`src/rtl/and3_rr_scheduler_if.sv`:
```
// Handshake bundle for and3_rr_scheduler.
// master: requesters plus result consumer (drives requests, resp_ready).
// slave : the scheduler (drives req_ready and the registered response).
//   req_valid/req_ready  per-requester handshake, bit i = requester i
//   req_a/req_b/req_c    packed operands, requester i at [i*WIDTH +: WIDTH]
//   resp_valid/ready     response handshake
//   resp_data/resp_id    registered result and the requester index that produced it
//   op_count             completed response handshakes, wraps at 16 bits
interface and3_rr_scheduler_if #(
  parameter int unsigned WIDTH   = 8,
  parameter int unsigned NUM_REQ = 3
);
  localparam int unsigned IDW = $clog2(NUM_REQ);

  logic [NUM_REQ-1:0]       req_valid;
  logic [NUM_REQ-1:0]       req_ready;
  logic [NUM_REQ*WIDTH-1:0] req_a;
  logic [NUM_REQ*WIDTH-1:0] req_b;
  logic [NUM_REQ*WIDTH-1:0] req_c;
  logic                     resp_valid;
  logic                     resp_ready;
  logic [WIDTH-1:0]         resp_data;
  logic [IDW-1:0]           resp_id;
  logic [15:0]              op_count;

  modport master (
    output req_valid, req_a, req_b, req_c, resp_ready,
    input  req_ready, resp_valid, resp_data, resp_id, op_count
  );

  modport slave (
    input  req_valid, req_a, req_b, req_c, resp_ready,
    output req_ready, resp_valid, resp_data, resp_id, op_count
  );
endinterface

```
`src/rtl/and3_rr_scheduler.sv`:
```
// Round-robin scheduler sharing one a & b & c datapath among NUM_REQ requesters.
// A single result register holds the output until the consumer accepts it; a new
// request may be accepted in the same cycle the held result drains, so a result
// can be produced every cycle.
// Ports:
//   clk    rising-edge clock
//   rst_n  asynchronous active-low reset
//   bus    and3_rr_scheduler_if slave modport (request and response handshakes)
module and3_rr_scheduler #(
  parameter int unsigned WIDTH   = 8,
  parameter int unsigned NUM_REQ = 3
) (
  input  logic                  clk,
  input  logic                  rst_n,
  and3_rr_scheduler_if.slave    bus
);
  localparam int unsigned IDW = $clog2(NUM_REQ);

  typedef enum logic {StEmpty, StFull} state_e;

  state_e             state_q, state_d;
  logic [IDW-1:0]     ptr_q, ptr_d;
  logic [WIDTH-1:0]   data_q, data_d;
  logic [IDW-1:0]     id_q, id_d;
  logic [15:0]        count_q, count_d;

  logic               grant_found;
  logic [IDW-1:0]     grant_idx;
  logic [WIDTH-1:0]   grant_result;
  logic               slot_free;
  logic               req_xfer;
  logic               resp_hs;

  // Cyclic priority search starting at ptr_q.
  always_comb begin
    int unsigned cand;
    cand        = 0;
    grant_found = 1'b0;
    grant_idx   = '0;
    for (int unsigned k = 0; k < NUM_REQ; k++) begin
      cand = (32'(ptr_q) + k) % NUM_REQ;
      if (!grant_found && bus.req_valid[IDW'(cand)]) begin
        grant_found = 1'b1;
        grant_idx   = IDW'(cand);
      end
    end
  end

  // Shared datapath: mux the granted operands, then one AND3.
  always_comb begin
    grant_result = '0;
    for (int unsigned k = 0; k < NUM_REQ; k++) begin
      if (grant_idx == IDW'(k)) begin
        grant_result = bus.req_a[k*WIDTH +: WIDTH] & bus.req_b[k*WIDTH +: WIDTH]
                     & bus.req_c[k*WIDTH +: WIDTH];
      end
    end
  end

  // The slot also counts as free when the held result drains this cycle.
  assign slot_free = (state_q == StEmpty) || bus.resp_ready;
  assign req_xfer  = slot_free && grant_found;
  assign resp_hs   = (state_q == StFull) && bus.resp_ready;

  // req_ready is gated by rst_n so it drops immediately on asynchronous reset.
  always_comb begin
    bus.req_ready = '0;
    if (rst_n && req_xfer) begin
      bus.req_ready[grant_idx] = 1'b1;
    end
  end

  always_comb begin
    state_d = state_q;
    ptr_d   = ptr_q;
    data_d  = data_q;
    id_d    = id_q;
    count_d = count_q;

    if (resp_hs) begin
      count_d = count_q + 16'd1;
    end

    if (req_xfer) begin
      data_d = grant_result;
      id_d   = grant_idx;
      ptr_d  = (grant_idx == IDW'(NUM_REQ - 1)) ? '0 : grant_idx + 1'b1;
    end

    unique case (state_q)
      StEmpty: if (req_xfer) state_d = StFull;
      StFull:  if (bus.resp_ready && !req_xfer) state_d = StEmpty;
      default: state_d = StEmpty;
    endcase
  end

  always_ff @(posedge clk or negedge rst_n) begin
    if (!rst_n) begin
      state_q <= StEmpty;
      ptr_q   <= '0;
      data_q  <= '0;
      id_q    <= '0;
      count_q <= '0;
    end else begin
      state_q <= state_d;
      ptr_q   <= ptr_d;
      data_q  <= data_d;
      id_q    <= id_d;
      count_q <= count_d;
    end
  end

  assign bus.resp_valid = (state_q == StFull);
  assign bus.resp_data  = data_q;
  assign bus.resp_id    = id_q;
  assign bus.op_count   = count_q;
endmodule

```
`src/flat_wrapper.sv`:
```
// flat-port wrapper written by rule: the top's interface ports become plain ports
module and3_rr_scheduler_flat 
#(
  parameter int unsigned WIDTH   = 8,
  parameter int unsigned NUM_REQ = 3
)
  (clk, rst_n, bus_req_valid, bus_req_a, bus_req_b, bus_req_c, bus_resp_ready, bus_req_ready, bus_resp_valid, bus_resp_data, bus_resp_id, bus_op_count);
  and3_rr_scheduler_if #(.WIDTH(WIDTH), .NUM_REQ(NUM_REQ)) bus_i ();
  input  logic clk;
  input  logic rst_n;
  input wire logic [$bits(bus_i.req_valid)-1:0] bus_req_valid;
  input wire logic [$bits(bus_i.req_a)-1:0] bus_req_a;
  input wire logic [$bits(bus_i.req_b)-1:0] bus_req_b;
  input wire logic [$bits(bus_i.req_c)-1:0] bus_req_c;
  input wire logic [$bits(bus_i.resp_ready)-1:0] bus_resp_ready;
  output wire logic [$bits(bus_i.req_ready)-1:0] bus_req_ready;
  output wire logic [$bits(bus_i.resp_valid)-1:0] bus_resp_valid;
  output wire logic [$bits(bus_i.resp_data)-1:0] bus_resp_data;
  output wire logic [$bits(bus_i.resp_id)-1:0] bus_resp_id;
  output wire logic [$bits(bus_i.op_count)-1:0] bus_op_count;
  assign bus_i.req_valid = bus_req_valid;
  assign bus_i.req_a = bus_req_a;
  assign bus_i.req_b = bus_req_b;
  assign bus_i.req_c = bus_req_c;
  assign bus_i.resp_ready = bus_resp_ready;
  assign bus_req_ready = bus_i.req_ready;
  assign bus_resp_valid = bus_i.resp_valid;
  assign bus_resp_data = bus_i.resp_data;
  assign bus_resp_id = bus_i.resp_id;
  assign bus_op_count = bus_i.op_count;
  and3_rr_scheduler #(.WIDTH(WIDTH), .NUM_REQ(NUM_REQ)) u_core (.clk(clk), .rst_n(rst_n), .bus(bus_i));
endmodule
```
`config.mk`:
```
export PLATFORM = sky130hd
export DESIGN_NAME = and3_rr_scheduler_flat
export DESIGN_NICKNAME = d
export VERILOG_FILES = /design/src/rtl/and3_rr_scheduler_if.sv /design/src/rtl/and3_rr_scheduler.sv /design/src/flat_wrapper.sv
export SDC_FILE = /design/constraint.sdc
export NUM_CORES = 1
export LEC_CHECK = 0
export CAP_MARGIN = 20
export CORE_MARGIN = 2
export CORE_UTILIZATION = 45
export CTS_CLUSTER_SIZE = 14
export DETAILED_ROUTE_END_ITERATION = 10
export DONT_BUFFER_PORTS = 1
export PLACE_DENSITY = 0.66
export SYNTH_ARGS = -nofsm -noshare
export SYNTH_HDL_FRONTEND = slang
export SYNTH_SLANG_ARGS = --single-unit
```
`constraint.sdc`:
```
create_clock -name clk -period 4.15 [get_ports clk]
set_input_delay 0.415 -clock clk [delete_from_list [all_inputs] [get_ports clk]]
set_output_delay 0.415 -clock clk [all_outputs]
set_load 0.005 [all_outputs]
```
==> results of run 1 <==
## layer usage
| layer | vias up | part of all wire [%] | track usage [%] |
|---|---|---|---|
| met2 | 66 | 53 | 36.34 |
| met4 | 0 | 0.74 | 5.585 |
| li1 | 605 | - | - |
| met1 | 629 | 39 | 23.22 |
| met5 | - | 0 | 0 |
| met3 | 4 | 7.2 | 5.382 |
## per-stage QoR
step	instances	total power [W]	area (µm²)
after CTS	214	0.001396	1854
final	214	0.001385	1854
after floorplan	159	0.0009774	1672
after global placement	204	0.001048	1708
after global routing	214	0.001489	1854
after detailed placement	204	0.001086	1708
## worst reg2reg max path, cell delays in order (launching register included)
cell,delay [ns]
dfrtp_1,0.39
inv_1,0.10
ha_1,0.37
nand3b_1,0.18
o221a_2,0.16
a21boi_1,0.16
a21oi_2,0.24
buf_4,0.31
mux2_2,0.36
## what timing repair did
item,4_1_cts,5_1_grt
hold endpoints to repair,29,0
gates resized for setup,0,0
hold buffers,2,0
buffers inserted,0,0
endpoints found under the setup margin,0,0
## area by class of cell
cell class	count	area share, %
Clock buffer	7	4.656
Clock inverter	1	1.619
Inverter	4	0.8097
Multi-Input combinational cell	122	48.52
Sequential cell	29	39.14
Tap cell	48	3.239
Timing Repair Buffer	3	2.024
## final timing paths
| kind | startpoint | endpoint | slack, ns | depth (start not counted) |
|---|---|---|---|---|
| max | u_core.ptr_q[0]$_DFFE_PN0P_ | bus_req_ready[2] | 1.33 | 8 |
| min | bus_resp_ready | u_core.bus.resp_valid$_DFF_PN0_ | 0.26 | 1 |
| max reg2reg | u_core.ptr_q[0]$_DFFE_PN0P_ | u_core.bus.resp_id[1]$_DFFE_PN0P_ | 1.76 | 8 |
| min reg2reg | u_core.bus.op_count[15]$_DFFE_PN0P_ | u_core.bus.op_count[15]$_DFFE_PN0P_ | 0.50 | 1 |
| max in group asynchronous | rst_n | u_core.bus.resp_id[1]$_DFFE_PN0P_ | 3.41 | 2 |
| min in group asynchronous | rst_n | u_core.bus.op_count[7]$_DFFE_PN0P_ | 0.57 | 2 |
## cell families (layout without fill, tap and decap cells)
| group | Yosys count | in the layout | share of synthesized area (%) |
|---|---|---|---|
| xor gates and xnor gates | 15 | 15 | 7.860 |
| adders and majority gates | 5 | 5 | 3.743 |
| and+or+nand+nor | 78 | 78 | 25.82 |
| buffers and inverters | 8 | 15 | 2.769 |
| DFF | 29 | 29 | 43.41 |
| muxes | 4 | 4 | 2.844 |
| AOI/OAI and AO/OA | 20 | 20 | 13.55 |
## cell usage in the layout, fill, tap and decap left out, types with 4 or more instances in the layout
| cell type | instances |
|---|---|
| nand2_1 | 12 |
| dfrtp_1 | 29 |
| and3_1 | 7 |
| xnor2_1 | 12 |
| inv_1 | 4 |
| nand3_1 | 9 |
| nor2_1 | 13 |
| nor2b_1 | 4 |
| ha_1 | 5 |
| clkbuf_8 | 6 |
| nand4_1 | 23 |
| a41oi_2 | 7 |
## sequential cells by signal, indices dropped and copies added (netlist names)
register               flops
u_core.bus.op_count       16
u_core.bus.resp_data       8
u_core.bus.resp_id         2
u_core.bus.resp_valid      1
u_core.ptr_q               2
## report_power, final
part	switching [W]	leakage, nW	internal, W	total (W)
registers	0.000103	0.367	0.000382	0.000485
clock network	0.000104	0.0585	0.000195	0.000300
logic	0.000353	0.334	0.000247	0.000600
total	0.000560	0.759	0.000825	0.00138
==> impl_metrics.yaml, run 1 <==
logic_synthesis:
  synth_area_mm2: 0.001672
  async_reset_ff_share_pct: 100.0
  ys_warn_count: 0
  synth.avg_cell_area_um2: 10.51
  netlist.area_leader.share_pct: 43.41
  yosysMostFrequentCell: "dfrtp_1"
  ys_types: 35
  synth_fp_nets: 242
  ys_ff_latch: 29
  yosysSeqAreaShare_pct: 43.41
  synth-edff-count: 0
  yosysTopAreaCell: "dfrtp_1"
  synth_area_leaders: "dfrtp_1 (43%), nand4_1 (8.6%), a41oi_2 (6.8%)"
  synth_flop_cell: "dfrtp_1"
  synthTopCellsByCount: "dfrtp_1 (29), nand4_1 (23), nor2_1 (13)"
  syn_inst: 159
clocking:
  numCtsBuffers: 5
  worstSkewPairLatency_ns: 0.28
  clkTransAtPathRegs_ns: 0.06
  h-tree-depth: 2
  cts_tree: "yes"
  clock-sinks: 29
  clock-root-buffer: "clkbuf_8"
  clockBufferDepth: 2
detailed_routing:
  wirelength_um: 4164
  vias: 1304
  viasPerCell: 6.093
  antenna_left: 0
  routedWlPerCell_um: 19.46
  dr.pass1.iters: 4
  drc: 0
  drtIter0Drc: 71
setup_path:
  critical_path_peak_fanout: 19
  critPathCaptureType: "output pin"
  worstSetupPathType: "register to output pin"
  crit_chain: "inv_1, ha_1, nand3b_1, o221a_2, a21boi_1, a21oi_2, buf_4, and3_1"
  cp_top_family: "compound AO/OA/AOI/OAI gates"
  arrival_ns: 2.41
  cp.required_ns: 3.73
  slowest_delay_ns: 0.39
  crit_slowest_cell: "dfrtp_1"
  path_buf_inv: 2
  startpoint_type: "register"
final_layout:
  layout.nets: 248
  nFillCells: 323
  area_delta_synth_final_pct: 10.93
  seq_area_um2: 725.7
  drive_above_1_share_pct: 15.06
  fin_util_pct: 51.42
  antenna_cells: 0
  multi_input_area_um2: 899.6
sta:
  fin_skew_ns: 0.007007
  min_period_over_period_pct: 68.06
  clock.fmax_mhz: 354.1
  hold_viol_final: 0
  setup_viol: 0
  slew_violations: 0
  worst_slew_margin_rel_pct: 68.84
  finalCriticalPeriod_ns: 2.824
  rsz0062_at_grt: "false"
  fin_hold_ws_ns: 0.2576
  tightest_slew_ns: 0.4638
  fin_ws_ns: 1.326
  tns_ns: 0
placement:
  gp_congestion: 0.7181
  portBuffers: 0
  dp_hpwl_um: 3130
  post-place-ws_ns: 1.643
floorplan:
  io_pins: 108
  die_w_um: 64.95
  num_rows: 22
  floorplan.initialDensity_pct: 46.36
  core_mm2: 0.003606
  die_height_um: 64.95
  floorplan.die_area_mm2: 0.004219
outcome:
  outcome: "complete, no violations"
global_routing:
  track_usage_pct: 20.11
  grt_remaining_overflow: 0
  antenna_found_initial: 0
  grt_pass1_wl_um: 6403
  grt_max_degree: 30
  grt_pass1_vias: 1294
power_and_ir_drop:
  leakage_nw: 0.7592
  pwr_density_cell_mw_per_mm2: 746.8
  ir_drop_mv: 0.3574
min_path:
  min_path_type: "primary input to register"
run:
  drv_cap: 0
No activity file was read; power rests on OpenSTA's default activity.
==> run 2: changes to the inputs <==
PLACE_DENSITY = 0.68   (was 0.66)
clock period = 2.36 ns   (was 4.15 ns; I/O delays follow)
==> impl_metrics.yaml, run 2 (synthesis gave the netlist of run 1 again) <==
sta:
  rsz0062_at_grt: "false"
  tns_ns: 0
  setup_viol: 0
  min_period_over_period_pct: 97.91
  fin_hold_ws_ns: 0.04923
  hold_viol_final: 0
  clock.fmax_mhz: 432.8
  fin_ws_ns: 0.04925
  worst_slew_margin_rel_pct: 64.83
  tightest_slew_ns: 0.5235
  finalCriticalPeriod_ns: 2.311
  slew_violations: 0
  fin_skew_ns: 0.008391
clocking:
  h-tree-depth: 2
  numCtsBuffers: 5
  worstSkewPairLatency_ns: 0.28
  clock-root-buffer: "clkbuf_8"
  clockBufferDepth: 2
  clock-sinks: 29
  clkTransAtPathRegs_ns: 0.07
  cts_tree: "yes"
setup_path:
  crit_slowest_cell: "dfrtp_2"
  cp_top_family: "compound AO/OA/AOI/OAI gates"
  worstSetupPathType: "register to output pin"
  cp.required_ns: 2.12
  path_buf_inv: 2
  critPathCaptureType: "output pin"
  r2r_cells: 9
  startpoint_type: "register"
  crit_chain: "inv_2, ha_4, mux2i_1, o221a_2, a21boi_4, a21oi_2, buf_12, and3_1"
  slowest_delay_ns: 0.44
  regToRegSetupSlack_ns: 0.15
  arrival_ns: 2.07
  critical_path_peak_fanout: 5
  crit_cells: 8
floorplan:
  io_pins: 108
  floorplan.initialDensity_pct: 46.36
  core_mm2: 0.003606
  floorplan.die_area_mm2: 0.004219
  die_height_um: 64.95
  die_w_um: 64.95
  num_rows: 22
min_path:
  min_path_type: "primary input to register"
  whs_path_depth: 1
final_layout:
  final_cell_mix: "dfrtp_1 (28), nand4_1 (23), nor2_1 (13)"
  area_delta_synth_final_pct: 18.79
  final_common_cell: "dfrtp_1"
  multi_input_area_um2: 950.9
  layout.nets: 258
  nFillCells: 318
  largest_reg_flops: 16
  layout.cells.non_filler: 224
  final_cell_area_mm2: 0.001986
  drive_above_1_share_pct: 24.43
  antenna_cells: 0
  seq_area_um2: 726.9
global_routing:
  grt_pass1_wl_um: 6810
  grt_max_degree: 30
  antenna_found_initial: 0
  grt-busiest-layer: "met2"
  gr-usage-met1_pct: 23.02
  grtUsageMet3_pct: 4.688
  met2_usage_pct: 40.59
  grt_pass1_vias: 1457
  track_usage_pct: 21.93
  grt_remaining_overflow: 0
detailed_routing:
  routedWlPerCell_um: 20.38
  drc: 0
  wirelength_um: 4565
  vias: 1401
  antenna_left: 0
  drtIter0Drc: 44
  dr.pass1.iters: 4
  viasPerCell: 6.254
placement:
  portBuffers: 0
  dp_hpwl_um: 3132
  gp_congestion: 0.7062
  dp_cells: 204
  post-place-ws_ns: 0.08202
  placement.cell_area_mm2: 0.001720
power_and_ir_drop:
  pwr_density_cell_mw_per_mm2: 1386
  ir_drop_mv: 0.6080
  leakage_nw: 0.8104
outcome:
  outcome: "complete, no violations"
run:
  drv_cap: 0
run 2: layout make-up:
class	instances	share of cell area (%)
clock inverter	2	0.5041
multi-input combinational	122	47.89
timing repair buffer	13	7.561
clock buffer	6	3.655
tap	48	3.025
inverter	4	0.7561
sequential	29	36.61
run 2: metrics by stage:
stage / util, % / total power [W]
after floorplan: - / 0.001719
after global placement: 47.71 / 0.001866
after detailed placement: 47.71 / 0.001950
after CTS: 53.85 / 0.002668
after global routing: 55.07 / 0.002932
final: 55.07 / 0.002753
run 2: what timing repair did:
item / in CTS / in global routing
hold buffers: 2 / 0
resized for setup: 3 / 10
buffers inserted: 8 / 1
setup endpoints to repair: 3 / 4
hold endpoints to repair: 29 / 0
gates cloned: 1 / 0
pin swaps: 4 / 1
run 2: power by group:
part,internal [W],switching [W]
Sequential,0.000673,0.000192
Combinational,0.000758,0.000734
Clock,0.000204,0.000192
run 2: final timing paths:
check / endpoint / start
max in group asynchronous: u_core.ptr_q[0]$_DFFE_PN0P_ / rst_n
max: bus_req_ready[1] / u_core.ptr_q[0]$_DFFE_PN0P_
min in group asynchronous: u_core.bus.op_count[6]$_DFFE_PN0P_ / rst_n
min reg2reg: u_core.bus.op_count[14]$_DFFE_PN0P_ / u_core.bus.op_count[14]$_DFFE_PN0P_
max reg2reg: u_core.bus.resp_data[7]$_DFFE_PN0P_ / u_core.ptr_q[0]$_DFFE_PN0P_
min: u_core.bus.resp_valid$_DFF_PN0_ / bus_resp_ready
run 2: layer usage:
| layer | up-vias | wire [µm] |
|---|---|---|
| met5 | - | 0 |
| met3 | 15 | 320 |
| li1 | 620 | - |
| met4 | 0 | 133 |
| met1 | 679 | 1582 |
| met2 | 87 | 2529 |
==> run 3: changes to the inputs <==
CORE_ASPECT_RATIO = 0.9   (was default)
==> impl_metrics.yaml, run 3 (synthesis gave the netlist of run 1 again) <==
power_and_ir_drop:
  pwr_density_cell_mw_per_mm2: 1396
  comb_power_share_pct: 49.8
  p_int_w: 0.001674
  switching_power_w: 0.001100
  p_seq_share_pct: 30.8
  sw_frac_of_total_pct: 39.66
  leakage_nw: 0.8102
  pwr-share-clk_pct: 19.4
  ir_drop_mv: 0.6734
floorplan:
  floorplan.initialDensity_pct: 48.06
  die_height_um: 61.82
  num_rows: 20
  io_pins: 108
  die_w_um: 68.25
  core_mm2: 0.003478
  floorplan.die_area_mm2: 0.004219
setup_path:
  r2r_cells: 9
  r2r_start: "u_core.ptr_q[1]$_DFFE_PN0P_"
  regToRegSetupSlack_ns: 0.17
  critical_path_peak_fanout: 5
  cp.required_ns: 2.12
  critPathCaptureType: "output pin"
  regToRegEndpoint: "u_core.bus.resp_data[7]$_DFFE_PN0P_"
  arrival_ns: 2.02
  worstSetupPathType: "register to output pin"
  startpoint_type: "register"
clocking:
  numCtsBuffers: 5
  clkTransAtPathRegs_ns: 0.06
  worstSkewPairLatency_ns: 0.28
  h-tree-depth: 2
  clock-root-buffer: "clkbuf_8"
  cts_tree: "yes"
  clockBufferDepth: 2
  clock-sinks: 29
global_routing:
  grt_pass1_vias: 1420
  grt_pass1_wl_um: 6644
  track_usage_pct: 22.15
  antenna_found_initial: 0
  grt_max_degree: 30
  grt_remaining_overflow: 0
min_path:
  hold_start: "bus_resp_ready"
  whs_path_depth: 1
  whs_endpoint: "u_core.bus.resp_valid$_DFF_PN0_"
  min_path_type: "primary input to register"
final_layout:
  largest_reg_flops: 16
  final_common_cell: "dfrtp_1"
  nFillCells: 297
  drive_above_1_share_pct: 22.86
  antenna_cells: 0
  area_delta_synth_final_pct: 18.86
  layout.cells.non_filler: 219
  final_cell_mix: "dfrtp_1 (29), nand4_1 (23), nor2_1 (13)"
  layout.nets: 257
sta:
  fin_skew_ns: 0.004962
  hold_viol_final: 0
  tns_ns: 0
  setup_viol: 0
  finalCriticalPeriod_ns: 2.257
  min_period_over_period_pct: 95.63
  rsz0062_at_grt: "false"
  worst_slew_margin_rel_pct: 70.49
  clock.fmax_mhz: 443.1
  slew_violations: 0
  tightest_slew_ns: 0.4393
detailed_routing:
  dr.pass1.iters: 4
  wirelength_um: 4497
  antenna_left: 0
  routedWlPerCell_um: 20.53
  drc: 0
  vias: 1395
  drtIter0Drc: 45
  viasPerCell: 6.370
placement:
  gp_congestion: 0.6883
  portBuffers: 0
  dp_hpwl_um: 3407
  dp_cells: 201
outcome:
  outcome: "complete, no violations"
run:
  drv_cap: 0
run 3: cell types whose count changed in the layout (fill, tap and decap cells not counted), sizes merged:
cell,change
bufbuf,-1
bufinv,+1
clkinv,-2
clkinvlp,+1
run 3: area by class of cell:
cell class	count	area (µm²)	area share [%]
Multi-Input combinational cell	122	965.9	48.61
Inverter	4	15.01	0.7557
Clock inverter	2	37.54	1.889
Timing Repair Buffer	12	105.1	5.290
Sequential cell	29	725.7	36.52
Clock buffer	6	82.58	4.156
Tap cell	44	55.05	2.771
run 3: what timing repair did:
action | in CTS | in global routing
buffers inserted | 5 | 4
gates resized for setup | 4 | 7
setup endpoints to repair | 3 | 4
endpoints found under the hold margin | 29 | 0
hold buffers | 2 | 0
pin swaps | 3 | 2
run 3: metal layers:
metal | global-route usage, % | part of all wire (%) | vias up
li1 | - | - | 621
met2 | 41.19 | 54 | 80
met4 | 9.143 | 2.0 | 0
met3 | 6.667 | 7.6 | 15
met5 | 0 | 0 | -
met1 | 23.51 | 37 | 679
run 3: power groups by stage:
stage / Combinational [W] / Clock [W] / Sequential, W
6_report: 0.00138 / 0.000538 / 0.000853
2_1_floorplan: 0.000906 / 0 / 0.000812
3_5_place_dp: 0.00108 / 0 / 0.000861
4_1_cts: 0.00126 / 0.000546 / 0.000857
3_3_place_gp: 0.000997 / 0 / 0.000850
5_1_grt: 0.00154 / 0.000568 / 0.000878
run 3: critical path: stages, from the launching register on:
cell and delay, ns:
dfrtp_1 0.40, buf_4 0.15, ha_4 0.17, mux2i_2 0.15
o221a_4 0.23, buf_4 0.14, a21oi_4 0.23, nor2_8 0.06
and3_1 0.20
run 3: metrics by stage:
stage / worst slack, ns / utilization, % / total power, W / hold slack, ns / area, µm²
5_1_grt: 0.01328 / 57.12 / 0.002981 / 0.06856 / 1987
4_1_cts: 0.009430 / 55.40 / 0.002667 / 0.05245 / 1927
3_3_place_gp: 0.2327 / 49.17 / 0.001846 / -0.05875 / 1710
3_5_place_dp: 0.1099 / 49.17 / 0.001940 / -0.05886 / 1710
6_report: 0.1031 / 57.12 / 0.002774 / 0.05740 / 1987
2_1_floorplan: 0.3263 / - / 0.001719 / -0.05959 / 1672
run 3: how the worst max path moves through the flow:
stage / slack, ns / end / from / depth (start not counted)
after global placement: 0.23 / u_core.bus.resp_data[7]$_DFFE_PN0P_ / u_core.ptr_q[0]$_DFFE_PN0P_ / 8
after floorplan: 0.33 / bus_req_ready[0] / u_core.ptr_q[0]$_DFFE_PN0P_ / 8
after CTS: 0.009 / bus_req_ready[0] / u_core.ptr_q[1]$_DFFE_PN0P_ / 8
after detailed placement: 0.11 / u_core.bus.resp_data[7]$_DFFE_PN0P_ / u_core.ptr_q[0]$_DFFE_PN0P_ / 8
after global routing: 0.01 / bus_req_ready[0] / u_core.ptr_q[1]$_DFFE_PN0P_ / 7
final: 0.10 / bus_req_ready[0] / u_core.ptr_q[1]$_DFFE_PN0P_ / 8
